**src/rtl/pwm_pkg.sv**
```systemverilog
// Shared constants and types for the multi-channel PWM generator.
// Holds the reset period, mode encodings, minimum period and timebase FSM states.
package pwm_pkg;

  localparam int unsigned PWM_DEF_PERIOD = 100000;
  localparam int unsigned PWM_MIN_PERIOD = 2;

  typedef enum logic {
    MODE_EDGE   = 1'b0,
    MODE_CENTER = 1'b1
  } pwm_mode_e;

  // IDLE = counter parked at 0 while disabled; UP/DOWN = counting direction.
  typedef enum logic [1:0] {
    TB_IDLE = 2'd0,
    TB_UP   = 2'd1,
    TB_DOWN = 2'd2
  } pwm_tb_state_e;

endpackage

```
**src/rtl/pwm_gen_if.sv**
```systemverilog
// Host configuration bus of the PWM generator: period/mode and per-channel duty writes.
// Strobes are single-cycle write pulses with no ready: every strobe is accepted on the clock edge it is seen.
interface pwm_gen_if #(
  parameter int N_CH  = 4,
  parameter int CNT_W = 32
);
  localparam int CH_W = (N_CH > 1) ? $clog2(N_CH) : 1;

  logic             period_we;
  logic [CNT_W-1:0] period_in;
  logic             mode_in;
  logic             duty_we;
  logic [CH_W-1:0]  ch_sel;
  logic [CNT_W-1:0] duty_in;

  modport master (
    output period_we, period_in, mode_in, duty_we, ch_sel, duty_in
  );

  modport slave (
    input period_we, period_in, mode_in, duty_we, ch_sel, duty_in
  );

endinterface

```
**src/rtl/pwm_timebase.sv**
```systemverilog
// Shared PWM counter: edge (sawtooth) or center (triangle) counting, period
// boundary detection (load strobe for active copies) and the registered period tick.
module pwm_timebase
  import pwm_pkg::*;
#(
  parameter int CNT_W = 32
) (
  input  logic             clk_i,
  input  logic             rst_i,
  input  logic             enable_i,
  input  logic [CNT_W-1:0] period_i,
  input  pwm_mode_e        mode_i,
  output logic [CNT_W-1:0] count_o,
  output logic             load_o,
  output logic             cmp_en_o,
  output logic             tick_o,
  output pwm_tb_state_e    state_o
);

  pwm_tb_state_e    state_q, state_d;
  logic [CNT_W-1:0] count_q, count_d;
  logic [CNT_W-1:0] p_last;
  logic             bnd_q;
  logic             tick_q;

  // Last count value of the up ramp, i.e. max(period, 2) - 1.
  always_comb begin
    if (period_i < CNT_W'(PWM_MIN_PERIOD)) begin
      p_last = CNT_W'(PWM_MIN_PERIOD - 1);
    end else begin
      p_last = period_i - CNT_W'(1);
    end
  end

  always_ff @(posedge clk_i) begin
    if (rst_i) begin
      state_q <= TB_IDLE;
      count_q <= '0;
      bnd_q   <= 1'b0;
      tick_q  <= 1'b0;
    end else begin
      state_q <= state_d;
      count_q <= count_d;
      bnd_q   <= load_o;
      tick_q  <= enable_i & bnd_q;
    end
  end

  always_comb begin
    state_d = state_q;
    count_d = count_q;
    if (!enable_i) begin
      state_d = TB_IDLE;
      count_d = '0;
    end else begin
      unique case (state_q)
        TB_IDLE: begin
          state_d = TB_UP;
          count_d = '0;
        end
        TB_UP: begin
          if (count_q == p_last) begin
            // A 2-count triangle has no down ramp: P-2 is already 0.
            if (mode_i == MODE_CENTER && p_last != CNT_W'(1)) begin
              count_d = count_q - CNT_W'(1);
              state_d = TB_DOWN;
            end else begin
              count_d = '0;
            end
          end else begin
            count_d = count_q + CNT_W'(1);
          end
        end
        TB_DOWN: begin
          count_d = count_q - CNT_W'(1);
          if (count_q == CNT_W'(1)) begin
            state_d = TB_UP;
          end
        end
        default: begin
          state_d = TB_IDLE;
          count_d = '0;
        end
      endcase
    end
  end

  // While running, count_d only returns to 0 on a wrap, so that marks the boundary.
  always_comb begin
    load_o   = enable_i && (state_q == TB_IDLE || count_d == '0);
    cmp_en_o = enable_i && (state_q != TB_IDLE);
    tick_o   = tick_q;
    count_o  = count_q;
    state_o  = state_q;
  end

endmodule

```
**src/rtl/pwm_gen.sv**
```systemverilog
// N_CH-channel PWM generator: pending/active shadow registers for period, mode
// and duties, one shared timebase, and a registered comparator per channel.
module pwm_gen
  import pwm_pkg::*;
#(
  parameter int N_CH       = 4,
  parameter int CNT_W      = 32,
  parameter int DEF_PERIOD = PWM_DEF_PERIOD
) (
  input  logic            CLK100MHZ,
  input  logic            reset,
  input  logic            enable,
  pwm_gen_if.slave        cfg,
  output logic [N_CH-1:0] pwm_out,
  output logic            period_tick,
  output pwm_tb_state_e   state_dbg_o
);

  localparam int CH_W = (N_CH > 1) ? $clog2(N_CH) : 1;

  logic [CNT_W-1:0] period_pend_q, period_pend_d;
  logic [CNT_W-1:0] period_act_q, period_act_d;
  pwm_mode_e        mode_pend_q, mode_pend_d;
  pwm_mode_e        mode_act_q, mode_act_d;
  logic [CNT_W-1:0] count;
  logic             load;
  logic             cmp_en;

  // Active copies take the pending value as it stood before this edge, so a
  // write landing on a boundary edge waits for the next boundary.
  always_comb begin
    period_pend_d = period_pend_q;
    mode_pend_d   = mode_pend_q;
    if (cfg.period_we) begin
      period_pend_d = cfg.period_in;
      mode_pend_d   = pwm_mode_e'(cfg.mode_in);
    end
    period_act_d = load ? period_pend_q : period_act_q;
    mode_act_d   = load ? mode_pend_q : mode_act_q;
  end

  always_ff @(posedge CLK100MHZ) begin
    if (reset) begin
      period_pend_q <= CNT_W'(DEF_PERIOD);
      period_act_q  <= CNT_W'(DEF_PERIOD);
      mode_pend_q   <= MODE_EDGE;
      mode_act_q    <= MODE_EDGE;
    end else begin
      period_pend_q <= period_pend_d;
      period_act_q  <= period_act_d;
      mode_pend_q   <= mode_pend_d;
      mode_act_q    <= mode_act_d;
    end
  end

  pwm_timebase #(
    .CNT_W(CNT_W)
  ) u_timebase (
    .clk_i    (CLK100MHZ),
    .rst_i    (reset),
    .enable_i (enable),
    .period_i (period_act_q),
    .mode_i   (mode_act_q),
    .count_o  (count),
    .load_o   (load),
    .cmp_en_o (cmp_en),
    .tick_o   (period_tick),
    .state_o  (state_dbg_o)
  );

  for (genvar i = 0; i < N_CH; i++) begin : g_ch
    logic [CNT_W-1:0] duty_pend_q, duty_pend_d;
    logic [CNT_W-1:0] duty_act_q, duty_act_d;
    logic             pwm_q;

    // Out-of-range channel selects match no slice and are dropped.
    always_comb begin
      duty_pend_d = duty_pend_q;
      if (cfg.duty_we && cfg.ch_sel == CH_W'(i)) begin
        duty_pend_d = cfg.duty_in;
      end
      duty_act_d = load ? duty_pend_q : duty_act_q;
    end

    always_ff @(posedge CLK100MHZ) begin
      if (reset) begin
        duty_pend_q <= '0;
        duty_act_q  <= '0;
        pwm_q       <= 1'b0;
      end else begin
        duty_pend_q <= duty_pend_d;
        duty_act_q  <= duty_act_d;
        pwm_q       <= cmp_en && (count < duty_act_q);
      end
    end

    assign pwm_out[i] = pwm_q;
  end

endmodule

```
**src/flat_wrapper.sv**
```systemverilog
// flat-port wrapper written by rule: the top's interface ports become plain ports
module pwm_gen_flat import pwm_pkg::*;
#(
  parameter int N_CH       = 4,
  parameter int CNT_W      = 32,
  parameter int DEF_PERIOD = PWM_DEF_PERIOD
)
  (CLK100MHZ, reset, enable, pwm_out, period_tick, state_dbg_o, cfg_period_we, cfg_period_in, cfg_mode_in, cfg_duty_we, cfg_ch_sel, cfg_duty_in);
  pwm_gen_if #(.N_CH(N_CH), .CNT_W(CNT_W)) cfg_i ();
  input  logic CLK100MHZ;
  input  logic reset;
  input  logic enable;
  output logic [N_CH-1:0] pwm_out;
  output logic period_tick;
  output pwm_tb_state_e state_dbg_o;
  input wire logic [$bits(cfg_i.period_we)-1:0] cfg_period_we;
  input wire logic [$bits(cfg_i.period_in)-1:0] cfg_period_in;
  input wire logic [$bits(cfg_i.mode_in)-1:0] cfg_mode_in;
  input wire logic [$bits(cfg_i.duty_we)-1:0] cfg_duty_we;
  input wire logic [$bits(cfg_i.ch_sel)-1:0] cfg_ch_sel;
  input wire logic [$bits(cfg_i.duty_in)-1:0] cfg_duty_in;
  assign cfg_i.period_we = cfg_period_we;
  assign cfg_i.period_in = cfg_period_in;
  assign cfg_i.mode_in = cfg_mode_in;
  assign cfg_i.duty_we = cfg_duty_we;
  assign cfg_i.ch_sel = cfg_ch_sel;
  assign cfg_i.duty_in = cfg_duty_in;
  pwm_gen #(.N_CH(N_CH), .CNT_W(CNT_W), .DEF_PERIOD(DEF_PERIOD)) u_core (.CLK100MHZ(CLK100MHZ), .reset(reset), .enable(enable), .cfg(cfg_i), .pwm_out(pwm_out), .period_tick(period_tick), .state_dbg_o(state_dbg_o));
endmodule
```
**config.mk**
```make
export PLATFORM = sky130hd
export DESIGN_NAME = pwm_gen_flat
export DESIGN_NICKNAME = d
export VERILOG_FILES = /design/src/rtl/pwm_pkg.sv /design/src/rtl/pwm_gen_if.sv /design/src/rtl/pwm_timebase.sv /design/src/rtl/pwm_gen.sv /design/src/flat_wrapper.sv
export SDC_FILE = /design/constraint.sdc
export NUM_CORES = 1
export LEC_CHECK = 0
export BUFFER_PORTS_ARGS = -buffer_cell sky130_fd_sc_hd__buf_2
export CORE_ASPECT_RATIO = 2
export CORE_MARGIN = 2
export CORE_UTILIZATION = 45
export CTS_BUF_LIST = sky130_fd_sc_hd__clkbuf_4 sky130_fd_sc_hd__clkbuf_8 sky130_fd_sc_hd__clkbuf_16
export CTS_CLUSTER_SIZE = 12
export DETAILED_ROUTE_END_ITERATION = 6
export RECOVER_POWER = 100
export SETUP_SLACK_MARGIN = 0.4
export SKIP_LAST_GASP = 1
export SYNTH_ARGS = -nofsm -noshare
export SYNTH_HDL_FRONTEND = slang
export SYNTH_SLANG_ARGS = --single-unit
```
**constraint.sdc**
```tcl
create_clock -name CLK100MHZ -period 5.3 [get_ports CLK100MHZ]
set_input_delay 0.265 -clock CLK100MHZ [delete_from_list [all_inputs] [get_ports CLK100MHZ]]
set_output_delay 0.265 -clock CLK100MHZ [all_outputs]
set_load 0.005 [all_outputs]
```
==> results.json <==
{
  "status": "complete, but fails checks",
  "failed_checks": "max-capacitance violations, max-slew violations, negative setup slack",
  "die_h_microns": 309,
  "syn_inst": 2512,
  "h-tree-depth": 2,
  "crit_path_end_kind": "flop",
  "finalPower_mw": 6.53,
  "worst_hold_slack_ns": 0.0104,
  "port_buffers": 78,
  "synth_seq_area_share_pct": 34.6,
  "insertion_delay_ns": 0.56,
  "antenna_left": 0,
  "p_leak_nw": 10.3,
  "fillers": 4263,
  "ys_seq_elements": 362,
  "ys.flop_type": "dfxtp_1",
  "ir_drop_v": 0.000264,
  "r2r_cells": 18,
  "dp.cells": 3179,
  "criticalPathCategory": "flop to flop",
  "wl_met2_microns": 36500,
  "crit_chain": "or4_4 > nand4b_1 > or4b_4 > nor4_4 > o21ai_2 > nor4b_2 > nand4b_1 > nor4_4 > buf_4 > mux2_4 > a31oi_4 > a2111o_1 > o41ai_4 > buf_4 > buf_12 > clkbuf_16 > clkbuf_16 > mux2i_1",
  "most-common-layout-cells": "dfxtp_1, nand2b_1, nand2_1",
  "gp_congestion": 0.992,
  "path_max_fanout": 5,
  "setup_viol": 6,
  "crit_family": "simple AND/OR/NAND/NOR gates",
  "hold_depth": 3,
  "fin_ws_ns": -0.00770,
  "drt-initial-drc-count": 1156,
  "via_per_inst": 5.57,
  "regArea_sq_mm": 0.00725,
  "dp_hpwl_microns": 48800,
  "drive_above_1_share_pct": 15.4,
  "globalRoute.totalOverflow": 0,
  "rows": 111,
  "period_needed_ns": 5.31,
  "grtUsageTotal_pct": 28.0,
  "antenna_found_initial": 1,
  "wire_per_inst_microns": 20.8,
  "first_pass_iters": 5,
  "hold_end": "u_core.g_ch[3].duty_pend_q[28]",
  "worstHoldPathType": "input port to flop",
  "multi_input_area_sq_mm": 0.0126,
  "r2r_end": "u_core.g_ch[1].duty_act_q[27]",
  "cts_buffers": 38,
  "max-slew-margin-rel_pct": -184,
  "core_sq_mm": 0.0458,
  "hp-start": "cfg_duty_in[28]",
  "nNetsFinal": 2955,
  "wl_met1_microns": 24400,
  "skew_ns": 0.0150,
  "final_common_cell": "dfxtp_1",
  "ys_warn_count": 0,
  "grt_pass1_vias": 18840,
  "wl_microns": 69400,
  "synthArstFlopShare_pct": 0,
  "synth_top_cell_area_share_pct": 34.6,
  "fmax_mhz": 188,
  "finalMaxSlewViolations": 107,
  "cts.clk_slew.worst_paths_ns": 0.06,
  "syn_to_final_growth_pct": 21.4,
  "crit_path_start_kind": "flop",
  "initial_core_util_pct": 45.7,
  "cts_sinks": 362,
  "synthesis.nets": 2715,
  "worstPathRequired_ns": 5.78,
  "netlist_area_sq_mm": 0.0209,
  "place_ws_ns": -0.280,
  "instances_no_fill": 3333,
  "critical_path_buf_inv_count": 5,
  "drc": 0,
  "synth.distinct_cells": 78,
  "num_vias": 18567,
  "met3WireLength_microns": 2670,
  "drv_cap": 1,
  "rsz0062_at_grt": "true",
  "netlist.top_cell.by_area": "dfxtp_1",
  "synth.area.top_cells": "dfxtp_1, nand2b_1, mux2i_1",
  "worstMarginPinSlew_ns": 4.26,
  "ff2ff_setup_slack_ns": -0.008,
  "die_w_microns": 157,
  "highest_layer": "met5",
  "grt_pass1_wl_microns": 104000,
  "hold_violations": 0,
  "worstSetupPathDepth": 18,
  "cp.arrival_ns": 5.78,
  "ios": 79,
  "cpMaxStageDelayCell": "or4b_4",
  "cts_tree": "yes",
  "syn_area_per_cell_sq_um": 8.34,
  "max_stage_delay_ns": 0.60,
  "reg2reg_from": "u_core.period_act_q[12]",
  "powerDensity_mw_per_mm2": 257,
  "dieArea_sq_mm": 0.0484,
  "fin_crit_sh_pct": 100,
  "grt_start_max_net_pins": 152,
  "cts_root_buffer": "clkbuf_16",
  "n_antenna_cell": 0,
  "synth_edf_count": 0,
  "ctsLongestPathBuffers": 3
}
==> stage by stage <==
step	area [sq um]	TNS (ns)	util, %
2_1_floorplan	21000	0	-
3_3_place_gp	22700	-12.51	49.6
3_5_place_dp	22700	-30.21	49.6
4_1_cts	25100	0	54.7
5_1_grt	25400	-13.24	55.5
6_report	25400	-0.0164	55.5
==> synth_stat cells (12+ instances only) <==
master,n
nand4_1,47
nand2b_1,338
o21ai_0,35
clkbuf_1,125
a21oi_1,187
nor2b_1,30
xnor2_1,44
nand2_1,305
inv_1,138
a21o_1,44
a211oi_1,18
buf_4,12
and3_1,19
nor4_1,37
nor2_1,123
mux2i_1,198
o211ai_1,12
ha_1,131
nand3_1,28
nor3_1,37
xor2_1,29
or3_1,21
dfxtp_1,362
==> cell type report <==
| type | count | share of cell area (%) |
|---|---|---|
| Inverter | 138 | 2.04 |
| Timing Repair Buffer | 365 | 12.5 |
| Tap cell | 565 | 2.78 |
| Sequential cell | 362 | 28.5 |
| Clock inverter | 5 | 0.207 |
| Clock buffer | 51 | 4.34 |
| Multi-Input combinational cell | 1847 | 49.6 |
==> logic make-up after synthesis <==
family	Yosys count	share of synthesized area, %
and+or+nand+nor	1045	26.4
buffers and inverters	303	6.48
xor gates and xnor gates	74	3.17
muxes	201	9.63
AOI/OAI and AO/OA	396	11.9
adders and majority gates	131	7.83
DFF	362	34.6
==> timing repair <==
| item | in CTS | in global routing |
|---|---|---|
| resized for setup | 54 | 36 |
| cloned | 8 | 6 |
| buffers inserted | 17 | 7 |
| setup endpoints to repair | 162 | 162 |
| pin swaps | 15 | 21 |
| endpoints found under the hold margin | 137 | 0 |
| hold buffers | 60 | 0 |
==> sequential cells by signal, summed over array words and instances, names as in the netlist <==
signal                     flops
u_core.period_pend_q          32
u_core.g_ch.duty_act_q       128
u_core.mode_act_q              1
u_core.u_timebase.count_o     32
u_core.g_ch.duty_pend_q      128
u_core.u_timebase.tick_o       1
u_core.u_timebase.bnd_q        1
u_core.g_ch.pwm_q              4
u_core.period_act_q           32
u_core.mode_pend_q             1
u_core.u_timebase.state_o      2
==> power by group <==
group	leakage [nW]	total, mW	switching, mW	internal (mW)
logic	6.84	1.07	0.549	0.525
registers	2.94	2.86	0.0537	2.81
clock network	0.570	2.60	1.14	1.45
==> metal layers <==
layer	vias up	track usage [%]
met4	2	20.7
met2	509	52.9
li1	9042	-
met3	240	3.70
met5	-	0
met1	8774	27.3
==> worst max path at each step <==
| stage | startpoint | end | slack (ns) |
|---|---|---|---|
| 6_report | u_core.period_act_q[12] | u_core.g_ch[1].duty_act_q[27] | -0.008 |
| 5_1_grt | u_core.period_act_q[12] | u_core.g_ch[2].duty_act_q[15] | -0.15 |
| 3_5_place_dp | u_core.period_act_q[12] | u_core.g_ch[3].duty_act_q[11] | -0.28 |
| 2_1_floorplan | u_core.period_act_q[24] | u_core.g_ch[2].duty_act_q[20] | 0.40 |
| 4_1_cts | u_core.period_act_q[12] | u_core.g_ch[1].duty_act_q[27] | 0.07 |
| 3_3_place_gp | u_core.period_act_q[12] | u_core.g_ch[3].duty_act_q[10] | -0.14 |
==> worst reg2reg max path, stage by stage (launching register included) <==
cell	delay (ns)
dfxtp_2	0.32
or4_4	0.53
nand4b_1	0.31
or4b_4	0.60
nor4_4	0.40
o21ai_2	0.09
nor4b_2	0.27
nand4b_1	0.24
nor4_4	0.44
buf_4	0.19
mux2_4	0.16
a31oi_4	0.09
a2111o_1	0.40
o41ai_4	0.33
buf_4	0.21
buf_12	0.13
clkbuf_16	0.19
clkbuf_16	0.17
mux2i_1	0.18
Note: power is estimated with default switching activity, not from simulation.
